`src/rtl/mux_fdbk_sync_arb_if.sv`:
```
// Request/accept and synchronizer-side signals shared by the arbiter and its environment.
// The master modport is the requester/synchronizer side; the slave modport is the arbiter.
interface mux_fdbk_sync_arb_if #(
    parameter int DWIDTH = 4,
    parameter int NREQ   = 4
);
    logic [NREQ-1:0]        i_req_valid;
    logic [NREQ*DWIDTH-1:0] i_req_data;
    logic [NREQ-1:0]        o_req_ready;
    logic [DWIDTH-1:0]      o_sync_data;
    logic                   o_sync_valid;
    logic                   i_sync_ready;

    modport master (
        output i_req_valid, i_req_data, i_sync_ready,
        input  o_req_ready, o_sync_data, o_sync_valid
    );

    modport slave (
        input  i_req_valid, i_req_data, i_sync_ready,
        output o_req_ready, o_sync_data, o_sync_valid
    );
endinterface

```
`src/rtl/mux_fdbk_sync_arb.sv`:
```
// Round-robin scheduler feeding one feedback-handshake synchronizer channel; one transfer is
// in flight at a time and it completes only after the channel's ready goes low and then high again.
module mux_fdbk_sync_arb #(
    parameter int DWIDTH  = 4,
    parameter int NREQ    = 4,
    parameter int TIMEOUT = 64,
    parameter int CNTW    = 16,
    localparam int GW     = $clog2(NREQ),
    localparam int TW     = $clog2(TIMEOUT + 1)
) (
    input  logic                 i_src_clk,
    input  logic                 rst,
    mux_fdbk_sync_arb_if.slave   bus,
    input  logic                 i_err_clr,
    output logic                 o_busy,
    output logic [GW-1:0]        o_grant_id,
    output logic                 o_err_timeout,
    output logic [CNTW-1:0]      o_xact_cnt
);
    typedef enum logic [1:0] {IDLE, SEND, WAIT_LO, WAIT_HI} state_t;

    state_t            state_q, state_d;
    logic [GW-1:0]     ptr_q, ptr_d;
    logic [DWIDTH-1:0] data_q, data_d;
    logic [GW-1:0]     gid_q, gid_d;
    logic              err_q, err_d;
    logic [CNTW-1:0]   xcnt_q, xcnt_d;
    logic [TW-1:0]     tcnt_q, tcnt_d;

    logic [GW-1:0]     cand_idx [NREQ];
    logic              grant_vld;
    logic [GW-1:0]     grant_idx;
    logic              accept;
    logic              timeout_set;

    // Candidate order for this cycle: ptr, ptr+1, ... wrapping at NREQ-1.
    generate
        for (genvar gi = 0; gi < NREQ; gi++) begin : g_rot
            logic [GW:0] sum;
            assign sum = {1'b0, ptr_q} + (GW+1)'(gi);
            assign cand_idx[gi] = (sum >= (GW+1)'(NREQ)) ? GW'(sum - (GW+1)'(NREQ)) : GW'(sum);
        end
    endgenerate

    always_comb begin
        grant_vld = 1'b0;
        grant_idx = '0;
        // Descending scan so the lowest rotation offset is the last (winning) assignment.
        for (int i = NREQ - 1; i >= 0; i--) begin
            if (bus.i_req_valid[cand_idx[i]]) begin
                grant_vld = 1'b1;
                grant_idx = cand_idx[i];
            end
        end
    end

    // The reset term keeps the combinational accept at zero while reset is held.
    assign accept          = (state_q == IDLE) && bus.i_sync_ready && grant_vld && !rst;
    assign bus.o_req_ready = accept ? (NREQ'(1) << grant_idx) : '0;

    always_comb begin
        state_d     = state_q;
        ptr_d       = ptr_q;
        data_d      = data_q;
        gid_d       = gid_q;
        xcnt_d      = xcnt_q;
        tcnt_d      = tcnt_q;
        timeout_set = 1'b0;
        case (state_q)
            IDLE: begin
                if (accept) begin
                    data_d  = bus.i_req_data[grant_idx*DWIDTH +: DWIDTH];
                    gid_d   = grant_idx;
                    ptr_d   = (grant_idx == GW'(NREQ - 1)) ? '0 : grant_idx + GW'(1);
                    state_d = SEND;
                end
            end
            SEND: begin
                tcnt_d  = '0;
                state_d = WAIT_LO;
            end
            WAIT_LO: begin
                if (!bus.i_sync_ready) begin
                    tcnt_d  = tcnt_q + TW'(1);
                    state_d = WAIT_HI;
                end else if (tcnt_q >= TW'(TIMEOUT - 1)) begin
                    timeout_set = 1'b1;
                    state_d     = IDLE;
                end else begin
                    tcnt_d = tcnt_q + TW'(1);
                end
            end
            WAIT_HI: begin
                if (bus.i_sync_ready) begin
                    xcnt_d  = xcnt_q + CNTW'(1);
                    state_d = IDLE;
                end else if (tcnt_q >= TW'(TIMEOUT - 1)) begin
                    timeout_set = 1'b1;
                    state_d     = IDLE;
                end else begin
                    tcnt_d = tcnt_q + TW'(1);
                end
            end
            default: state_d = IDLE;
        endcase
        err_d = timeout_set ? 1'b1 : (i_err_clr ? 1'b0 : err_q);
    end

    always_ff @(posedge i_src_clk or posedge rst) begin
        if (rst) begin
            state_q <= IDLE;
            ptr_q   <= '0;
            data_q  <= '0;
            gid_q   <= '0;
            err_q   <= 1'b0;
            xcnt_q  <= '0;
            tcnt_q  <= '0;
        end else begin
            state_q <= state_d;
            ptr_q   <= ptr_d;
            data_q  <= data_d;
            gid_q   <= gid_d;
            err_q   <= err_d;
            xcnt_q  <= xcnt_d;
            tcnt_q  <= tcnt_d;
        end
    end

    assign bus.o_sync_data  = data_q;
    assign bus.o_sync_valid = (state_q == SEND);
    assign o_busy           = (state_q != IDLE);
    assign o_grant_id       = gid_q;
    assign o_err_timeout    = err_q;
    assign o_xact_cnt       = xcnt_q;
endmodule

```
`src/flat_wrapper.sv`:
```
// flat-port wrapper written by rule: the top's interface ports become plain ports
module mux_fdbk_sync_arb_flat 
#(
    parameter int DWIDTH  = 4,
    parameter int NREQ    = 4,
    parameter int TIMEOUT = 64,
    parameter int CNTW    = 16,
    localparam int GW     = $clog2(NREQ),
    localparam int TW     = $clog2(TIMEOUT + 1)
)
  (i_src_clk, rst, i_err_clr, o_busy, o_grant_id, o_err_timeout, o_xact_cnt, bus_i_req_valid, bus_i_req_data, bus_i_sync_ready, bus_o_req_ready, bus_o_sync_data, bus_o_sync_valid);
  mux_fdbk_sync_arb_if #(.DWIDTH(DWIDTH), .NREQ(NREQ)) bus_i ();
  input  logic i_src_clk;
  input  logic rst;
  input  logic i_err_clr;
  output logic o_busy;
  output logic [GW-1:0] o_grant_id;
  output logic o_err_timeout;
  output logic [CNTW-1:0] o_xact_cnt;
  input wire logic [$bits(bus_i.i_req_valid)-1:0] bus_i_req_valid;
  input wire logic [$bits(bus_i.i_req_data)-1:0] bus_i_req_data;
  input wire logic [$bits(bus_i.i_sync_ready)-1:0] bus_i_sync_ready;
  output wire logic [$bits(bus_i.o_req_ready)-1:0] bus_o_req_ready;
  output wire logic [$bits(bus_i.o_sync_data)-1:0] bus_o_sync_data;
  output wire logic [$bits(bus_i.o_sync_valid)-1:0] bus_o_sync_valid;
  assign bus_i.i_req_valid = bus_i_req_valid;
  assign bus_i.i_req_data = bus_i_req_data;
  assign bus_i.i_sync_ready = bus_i_sync_ready;
  assign bus_o_req_ready = bus_i.o_req_ready;
  assign bus_o_sync_data = bus_i.o_sync_data;
  assign bus_o_sync_valid = bus_i.o_sync_valid;
  mux_fdbk_sync_arb #(.DWIDTH(DWIDTH), .NREQ(NREQ), .TIMEOUT(TIMEOUT), .CNTW(CNTW)) u_core (.i_src_clk(i_src_clk), .rst(rst), .bus(bus_i), .i_err_clr(i_err_clr), .o_busy(o_busy), .o_grant_id(o_grant_id), .o_err_timeout(o_err_timeout), .o_xact_cnt(o_xact_cnt));
endmodule
```
`config.mk`:
```
export PLATFORM = sky130hd
export DESIGN_NAME = mux_fdbk_sync_arb_flat
export DESIGN_NICKNAME = d
export VERILOG_FILES = /design/src/rtl/mux_fdbk_sync_arb_if.sv /design/src/rtl/mux_fdbk_sync_arb.sv /design/src/flat_wrapper.sv
export SDC_FILE = /design/constraint.sdc
export NUM_CORES = 1
export LEC_CHECK = 0
export CAP_MARGIN = 20
export CORE_MARGIN = 2
export CORE_UTILIZATION = 51
export CTS_CLUSTER_SIZE = 24
export DETAILED_ROUTE_END_ITERATION = 7
export PLACE_DENSITY = 0.89
export SYNTH_ARGS = -nofsm -noshare
export SYNTH_HDL_FRONTEND = slang
export SYNTH_SLANG_ARGS = --single-unit
export TNS_END_PERCENT = 50
```
`constraint.sdc`:
```
create_clock -name i_src_clk -period 3.1 [get_ports i_src_clk]
set_input_delay 0.465 -clock i_src_clk [delete_from_list [all_inputs] [get_ports i_src_clk]]
set_output_delay 0.465 -clock i_src_clk [all_outputs]
set_load 0.05 [all_outputs]
```
# Yosys cells after proc, flatten, opt, wreduce, memory -nomap -nowiden
# Cells that the tools add are included.
[word_totals] n_memories=0 mem_bits_rw=0 in_bits=24 regBits=34 rom_bits=0 latch_bits=0 wordCells=82
[classes] multipliers=0 n_eq_ne=6 n_mux=37 n_reduce_logical=11 n_shift=2 div=0 order_cmp=9 n_addsub=10 bitwise_logic=0
[op_table] cell="two-way mux 2 bit" n=13
[op_table] cell="two-way mux 7 bit" n=3
[op_table] cell="case mux 7 bit (3 select lines)" n=1
[op_table] cell="adder 16 x 1 -> 16 bit, second input constant" n=1
[op_table] cell="variable part select 16 x 5 -> 4 bit" n=1
[op_table] cell="two-way mux 1 bit" n=13
[op_table] cell="less-than comparator 2 x 3 -> 1 bit, second input constant" n=4
[op_table] cell=">= comparator 3 bit, second input constant" n=3
[op_table] cell="binary-select mux 1 bit (select 2 bit)" n=4
[op_table] cell="case mux 2 bit (4 select lines)" n=1
[op_table] cell="subtractor 2 x 1 -> 2 bit, second input constant" n=4
[op_table] cell="adder 7 x 1 -> 7 bit, second input constant" n=1
[op_table] cell=">= comparator 7 x 6 -> 1 bit, second input constant" n=1
[op_table] cell="adder 2 x 2 -> 3 bit, second input constant" n=2
[op_table] cell="equality test 2 bit, second input constant" n=3
[op_table] cell="AND reduction 2 bit" n=3
[op_table] cell="two-way mux 4 bit" n=1
[op_table] cell="nonzero test 2 bit" n=2
[op_table] cell="<< shifter 1 x 2 -> 4 bit, first input constant" n=1
[op_table] cell="adder 2 x 1 -> 3 bit, second input constant" n=1
[op_table] cell=">= comparator 2 x 3 -> 1 bit, second input constant" n=1
[op_table] cell="logical AND 1 bit" n=3
[op_table] cell="nonzero test 3 bit" n=1
[op_table] cell="adder 2 x 1 -> 2 bit, second input constant" n=1
[op_table] cell="6 further kinds" n=6

# Longest topological paths before layout
# Gate-level depths: netlist of run 1.
[depth] ltp_word=13 ltp_mapped=7

# Least setup slack after synthesis of run 1
# OpenSTA, ideal clock, no wires.
[synth_timing] path_kind="input to output" from="in rst" to="out bus_o_req_ready[0]" t_arrival_ps=2236 required_ps=2635 setup_slack_ps=399 cell_stages=4 n_path_buf=0 cell_sequence="inv_1 and3_1 a21boi_2 and2_1"
[synth_via] elab_chain_len=3
[synth_lines] item="start: declaration" line="flat_wrapper.sv:14" text="input logic rst;"
[synth_lines] item="zero test 1 bit" line="mux_fdbk_sync_arb.sv:58" text="assign accept = (state_q == IDLE) && bus.i_sync_ready && grant_vld && !rst;"
[synth_lines] item="logical AND 1 bit" line="mux_fdbk_sync_arb.sv:58"
[synth_lines] item="two-way mux 4 bit" line="mux_fdbk_sync_arb.sv:59" text="assign bus.o_req_ready = accept ? (NREQ'(1) << grant_idx) : '0;"
[synth_lines] item="end: declaration" line="flat_wrapper.sv:23" text="output wire logic [$bits(bus_i.o_req_ready)-1:0] bus_o_req_ready;"
# Every way passes these cells.

# Final worst setup path of run 1
[layout_timing] from="in bus_i_req_valid[0]" to="out bus_o_req_ready[0]"
[layout_via] elab_chain_len=9
[layout_lines] item="start: declaration" line="flat_wrapper.sv:20" text="input wire logic [$bits(bus_i.i_req_valid)-1:0] bus_i_req_valid;"
[layout_lines] item="binary-select mux 1 bit (select 2 bit)" line="mux_fdbk_sync_arb.sv:50" text="if (bus.i_req_valid[cand_idx[i]]) begin"
[layout_lines] item="two-way mux 1 bit (implied by the code)" line="mux_fdbk_sync_arb.sv:50"
[layout_lines] item="two-way mux 1 bit (4 in series)" line="mux_fdbk_sync_arb.sv:50"
[layout_lines] item="logical AND 1 bit (2 in series)" line="mux_fdbk_sync_arb.sv:58"
[layout_lines] item="two-way mux 4 bit *" line="mux_fdbk_sync_arb.sv:59"
# Every way passes the cells marked *; elsewhere a longest branch is shown, timed or not. The select of a mux whose other input is x is not followed.

==> impl_metrics.yaml, run 1 <==
outcome:
  outcome: "complete, no violations"
detailed_routing:
  wl_um: 4160
  via_count: 1597
  drt_iter0_markers: 48
  postRouteAntennaNets: 0
  drt-pass1-iter-count: 4
  routed_len_inst_um: 14.1
  post-route-drc-count: 0
  route.detailed.vias_per_inst: 5.41
cts:
  cts_hold_buffers: 0
  cts.root.buffer_cell: "clkbuf_8"
  clk_latency_ns: 0.28
  htreeDepth: 2
  clock_sink_count: 34
  longest_clk_path_bufs: 2
  cts_tree: "built"
  clk_pin_slew_ns: 0.06
  number_of_buffers_created_by_cts: 5
  post_cts_setup_buffers: 0
  post_cts.resized_instances: 0
worst_setup_path:
  cp_cell_sequence: "clkdlybuf4s50_1 -> nor2b_4 -> a211o_1 -> a21oi_2 -> inv_2 -> ha_1 -> and2_1 -> buf_12"
  worstSetupStartpointType: "input port"
  end_kind: "output pin"
  crit_type: "input port to output pin"
  ff2ff_setup_slack_ns: 1.19
  cp_max_fo: 5
  critPathSlowestCell: "clkdlybuf4s50_1"
  worst-endpoint-required_ns: 2.63
  timing.critical_path.arrival_ns: 2.28
  crit_path_max_incr_delay_ns: 0.49
run:
  max_cap_violations: 0
yosys:
  netlist_top_cells_count: "dfrtp_1, nand2_1, xnor2_1"
  syn-num-nets: 219
  asyncSetResetFlopFracSynth_pct: 100
  synth_area_leaders: "dfrtp_1, nand2_1, xnor2_1, mux2i_1, ha_1"
  unique_cell_type_count_in_the_yosys_netlist: 49
  syn-instance-count: 189
  yosysSeqAreaShare_pct: 44.4
  yosysWarningCount: 0
  syn_area_um2: 1920
  synth_flop_cell: "dfrtp_1"
  yosysTopAreaCellShare_pct: 44.4
  post-synth-top-count-cell: "dfrtp_1"
  synth_enable_flop_cells: 0
  synth_top_area_cell: "dfrtp_1"
  synthesis.area_per_instance_um2: 10.1
  synth-seq-cells: 34
grt:
  track_usage_pct: 21.3
  first_global_vias: 1541
  grt-ovfl-total: 0
  antenna_violations_before_repair: 0
  maximum_number_of_pins_on_one_net_before_global_route_repair: 35
  first_pass_grt_wire_length_um: 6990
place:
  port_buffers: 52
  weighted_congestion_at_the_end_of_routability_driven_global_placement: 0.951
  post_dp_cell_area_um2: 2520
  detailed_place_hpwl_um: 3150
timing:
  timing.final.crit_period_ns: 2.74
  fin_skew_ns: 0.00549
  worst_max_slew_pin_slew_ns: 0.867
  setup_viol: 0
  timing.max_slew.rel_slack_pct: 41.6
  finalHoldViolCount: 0
  number_of_max_slew_violations_in_the_final_report: 0
  timing.hold.ws_ns: 0.485
  fmax_mhz: 365
  period_share_pct: 88.4
  rsz0062_at_grt: "false"
  final.setup.tns_ns: 0
die:
  core_area_um2: 3630
  dieHeight_um: 65.3
  die_area_um2: 4270
  start_util_pct: 52.8
  number_of_primary_i_o_pins: 53
  die_x_um: 65.3
  floorplan.rows: 22
layout:
  n_antenna_cell: 0
  total_nets_final: 277
  post_route_cells_drive_above_1_share_pct: 13.0
  post_layout_inst_area_um2: 2600
  fillCellCount: 296
  layout-area-overhead-vs-synth_pct: 35.5
power_and_ir_drop:
  power_per_cell_area_nw_per_um2: 775
  power.ir.vdd_worst_uv: 519
  p_leak_nw: 1.17
worst_hold_path:
  min-delay-path-class: "flip-flop to flip-flop"
==> area by class of cell <==
cell class | instances | area [um2] | area share (%)
repair buffers | 55 | 583 | 22.4
clock buffers | 5 | 68.8 | 2.65
clock inverters | 2 | 10.0 | 0.385
well taps | 48 | 60.1 | 2.31
inverters | 11 | 41.3 | 1.59
multi-input cells | 140 | 985 | 37.9
flip-flops and latches | 34 | 851 | 32.7
==> path summary, 6_finish.rpt <==
path                                       start                         to  depth (start not counted)
min reg2reg                u_core.o_xact_cnt[15]      u_core.o_xact_cnt[15]                          1
min in group asynchronous                    rst       u_core.o_xact_cnt[0]                          3
max in group asynchronous                    rst  u_core.bus.o_sync_data[0]                          3
min                        u_core.o_xact_cnt[15]      u_core.o_xact_cnt[15]                          1
max reg2reg                     u_core.tcnt_q[0]           u_core.tcnt_q[2]                          6
max                           bus_i_req_valid[0]         bus_o_req_ready[0]                          8
==> power by group <==
part | internal, W | switching, W | total (W)
combinational | 0.000381 | 0.000604 | 0.000985
sequential | 0.000572 | 0.000158 | 0.000731
clock | 0.000150 | 0.000147 | 0.000297
==> flip-flops by register name (all words and copies together) (netlist names) <==
signal and cells:
u_core.bus.o_sync_data 4, u_core.o_err_timeout 1, u_core.o_grant_id 2, u_core.o_xact_cnt 16, u_core.ptr_q 2, u_core.state_q 2, u_core.tcnt_q 7
==> per-layer routing <==
layer,global-route usage [%],wire (um)
met1,26.1,1860
met2,35.2,1990
met3,7.02,269
met4,7.81,37
met5,0,0
==> logic make-up (layout without fill, tap and decap cells) <==
group	Yosys count	after routing	synth area share, %
and+or+nand+nor	75	75	22.2
AOI/OAI and AO/OA	35	35	13.8
DFF	34	34	44.4
xor gates and xnor gates	16	16	7.31
buffers and inverters	15	73	4.31
muxes	8	8	4.17
adders and majority gates	6	6	3.91
==> metrics by stage <==
stage | setup slack (ns) | std cells | utilization (%) | total power (W)
floorplan | 0.399 | 189 | - | 0.00143
global route | 0.273 | 295 | 71.5 | 0.00215
global placement | 0.433 | 288 | 69.4 | 0.00169
finish | 0.358 | 295 | 71.5 | 0.00201
CTS | 0.361 | 295 | 71.5 | 0.00203
detailed placement | 0.366 | 288 | 69.4 | 0.00173
==> cells in the final DEF (no fill, tap or decap), types with 2 or more instances in the layout <==
master | synthesis | routed
a21oi_1 | 9 | 9
a311oi_1 | 2 | 2
and2_1 | 5 | 5
and3_1 | 4 | 4
buf_12 | 0 | 4
buf_4 | 1 | 3
clkbuf_8 | 0 | 5
clkdlybuf4s50_1 | 0 | 48
clkinv_2 | 0 | 2
dfrtp_1 | 34 | 34
ha_1 | 6 | 6
inv_1 | 8 | 8
inv_2 | 3 | 3
mux2i_1 | 8 | 8
nand2_1 | 30 | 30
nand2b_1 | 2 | 2
nand3_1 | 5 | 5
nand4_1 | 3 | 3
nand4_2 | 3 | 3
nor2_1 | 9 | 9
nor3_1 | 2 | 2
nor4_1 | 2 | 2
o21ai_0 | 2 | 2
o21ai_1 | 2 | 2
o221ai_1 | 5 | 5
xnor2_1 | 10 | 10
xor2_1 | 6 | 6
==> worst max-delay path, delay by kind of cell <==
kind | cells | cell delay [ns]
AOI/OAI and AO/OA | 2 | 0.54
adders and majority gates | 1 | 0.20
buffers and inverters | 3 | 0.73
and+or+nand+nor | 2 | 0.34
Power figures use the tool's default switching activity.
==> inputs of run 2 (changes only) <==
--- a/config.mk
+++ b/config.mk
@@ -10,7 +10,7 @@
 export CORE_UTILIZATION = 51
 export CTS_CLUSTER_SIZE = 24
 export DETAILED_ROUTE_END_ITERATION = 7
-export PLACE_DENSITY = 0.89
+export PLACE_DENSITY_LB_ADDON = 0.3
 export SYNTH_ARGS = -nofsm -noshare
 export SYNTH_HDL_FRONTEND = slang
 export SYNTH_SLANG_ARGS = --single-unit
==> impl_metrics.yaml, run 2 (synthesis results as in run 1) <==
outcome:
  outcome: "complete, no violations"
layout:
  fillCellCount: 283
  layout-area-overhead-vs-synth_pct: 36.9
  n_antenna_cell: 0
  post-route-util_pct: 72.2
  most-common-layout-cells: "clkdlybuf4s50_1, dfrtp_1, nand2_1"
  total_nets_final: 276
  layout_commonest_cell: "clkdlybuf4s50_1"
  number_of_flip_flops_in_the_largest_register: 16
  post_route_cells_drive_above_1_share_pct: 12.6
worst_setup_path:
  cp_cell_sequence: "clkdlybuf4s50_1 -> a21oi_1 -> or3b_1 -> o211ai_1 -> inv_2 -> ha_1 -> and2_1 -> buf_12"
  timing.critical_path.arrival_ns: 2.31
  crit_path_max_incr_delay_ns: 0.57
  critPathSlowestCell: "clkdlybuf4s50_1"
  end_kind: "output pin"
  worst-endpoint-required_ns: 2.63
  crit_type: "input port to output pin"
  cp_max_fo: 5
  worstSetupStartpointType: "input port"
detailed_routing:
  drt_iter0_markers: 59
  drt-pass1-iter-count: 4
  wl_um: 4020
  post-route-drc-count: 0
  via_count: 1562
  routed_len_inst_um: 13.7
  postRouteAntennaNets: 0
  route.detailed.vias_per_inst: 5.31
timing:
  rsz0062_at_grt: "false"
  number_of_max_slew_violations_in_the_final_report: 0
  period_share_pct: 89.5
  setup_viol: 0
  worst_max_slew_pin_slew_ns: 0.873
  fin_skew_ns: 0.00675
  final.setup.tns_ns: 0
  fmax_mhz: 361
  finalHoldViolCount: 0
  timing.max_slew.rel_slack_pct: 41.2
  timing.final.crit_period_ns: 2.77
grt:
  maximum_number_of_pins_on_one_net_before_global_route_repair: 35
  first_global_vias: 1438
  grt-ovfl-total: 0
  track_usage_pct: 20.3
  antenna_violations_before_repair: 0
  first_pass_grt_wire_length_um: 6640
place:
  weighted_congestion_at_the_end_of_routability_driven_global_placement: 0.845
  port_buffers: 52
  detailed_place_hpwl_um: 3060
cts:
  clk_latency_ns: 0.28
  htreeDepth: 2
  number_of_buffers_created_by_cts: 5
  clk_pin_slew_ns: 0.06
  cts.root.buffer_cell: "clkbuf_8"
  cts_hold_buffers: 0
  cts_tree: "built"
  longest_clk_path_bufs: 2
  post_cts.resized_instances: 0
  post_cts_setup_buffers: 0
  clock_sink_count: 34
die:
  floorplan.rows: 22
  die_area_um2: 4270
  number_of_primary_i_o_pins: 53
  die_x_um: 65.3
  core_area_um2: 3630
  dieHeight_um: 65.3
  start_util_pct: 52.8
run:
  max_cap_violations: 0
power_and_ir_drop:
  p_leak_nw: 1.18
  power.ir.vdd_worst_uv: 747
  power_per_cell_area_nw_per_um2: 800
worst_hold_path:
  min-delay-path-class: "flip-flop to flip-flop"
run 2: cell count changes in the layout (fill, tap and decap cells not counted), sizes merged:
| cell | change |
|---|---|
| clkbuf | +1 |
| bufinv | +1 |
| buf | -1 |
| clkinv | -2 |
run 2: metrics by stage:
stage / setup WS (ns) / std cells / hold WS (ns) / power (W) / instance area [um2]
final: 0.326 / 294 / 0.479 / 0.00210 / 2630
after global routing: 0.212 / 294 / 0.506 / 0.00223 / 2630
after CTS: 0.319 / 294 / 0.477 / 0.00212 / 2630
after detailed placement: 0.317 / 287 / 0.468 / 0.00171 / 2510
after global placement: 0.420 / 287 / 0.459 / 0.00169 / 2510
after floorplan: 0.399 / 189 / 0.504 / 0.00143 / 1920
run 2: cell type report:
type	instances	area, um2	area share (%)
Sequential cell	34	851	32.4
Inverter	11	41.3	1.57
Clock buffer	6	82.6	3.15
Timing Repair Buffer	54	576	21.9
Multi-Input combinational cell	140	985	37.5
Clock inverter	1	30.0	1.14
Tap cell	48	60.1	2.29
run 2: power by group:
group,internal [W],leakage [nW],switching [W]
Sequential,0.000572,0.445,0.000175
Clock,0.000257,0.0573,0.000145
Combinational,0.000373,0.679,0.000579
Total,0.00120,1.18,0.000899
run 2: worst max-delay path: cells and delay by family:
family	cells	cell delay (ns)
buffers and inverters	3	0.81
and+or+nand+nor	2	0.52
AOI/OAI and AO/OA	2	0.33
adders and majority gates	1	0.18
run 2: worst paths after layout:
path	end	slack [ns]	start	cells past startpoint
setup / recovery	bus_o_req_ready[2]	0.33	bus_i_req_valid[0]	8
hold / removal	u_core.o_xact_cnt[15]	0.48	u_core.o_xact_cnt[15]	1
setup reg to reg	u_core.tcnt_q[3]	1.12	u_core.tcnt_q[0]	6
hold reg to reg	u_core.o_xact_cnt[15]	0.48	u_core.o_xact_cnt[15]	1
max in group asynchronous	u_core.tcnt_q[5]	2.22	rst	3
min in group asynchronous	u_core.tcnt_q[1]	0.58	rst	3
run 2: metal layers:
layer  global-route usage [%]  part of all wire, %  vias to the layer above
met5                        0                    0                        -
met4                     6.25                  1.1                        0
met3                     5.82                  7.1                        6
met2                     33.3                   46                       44
met1                     26.1                   46                      737
li1                         -                    -                      775
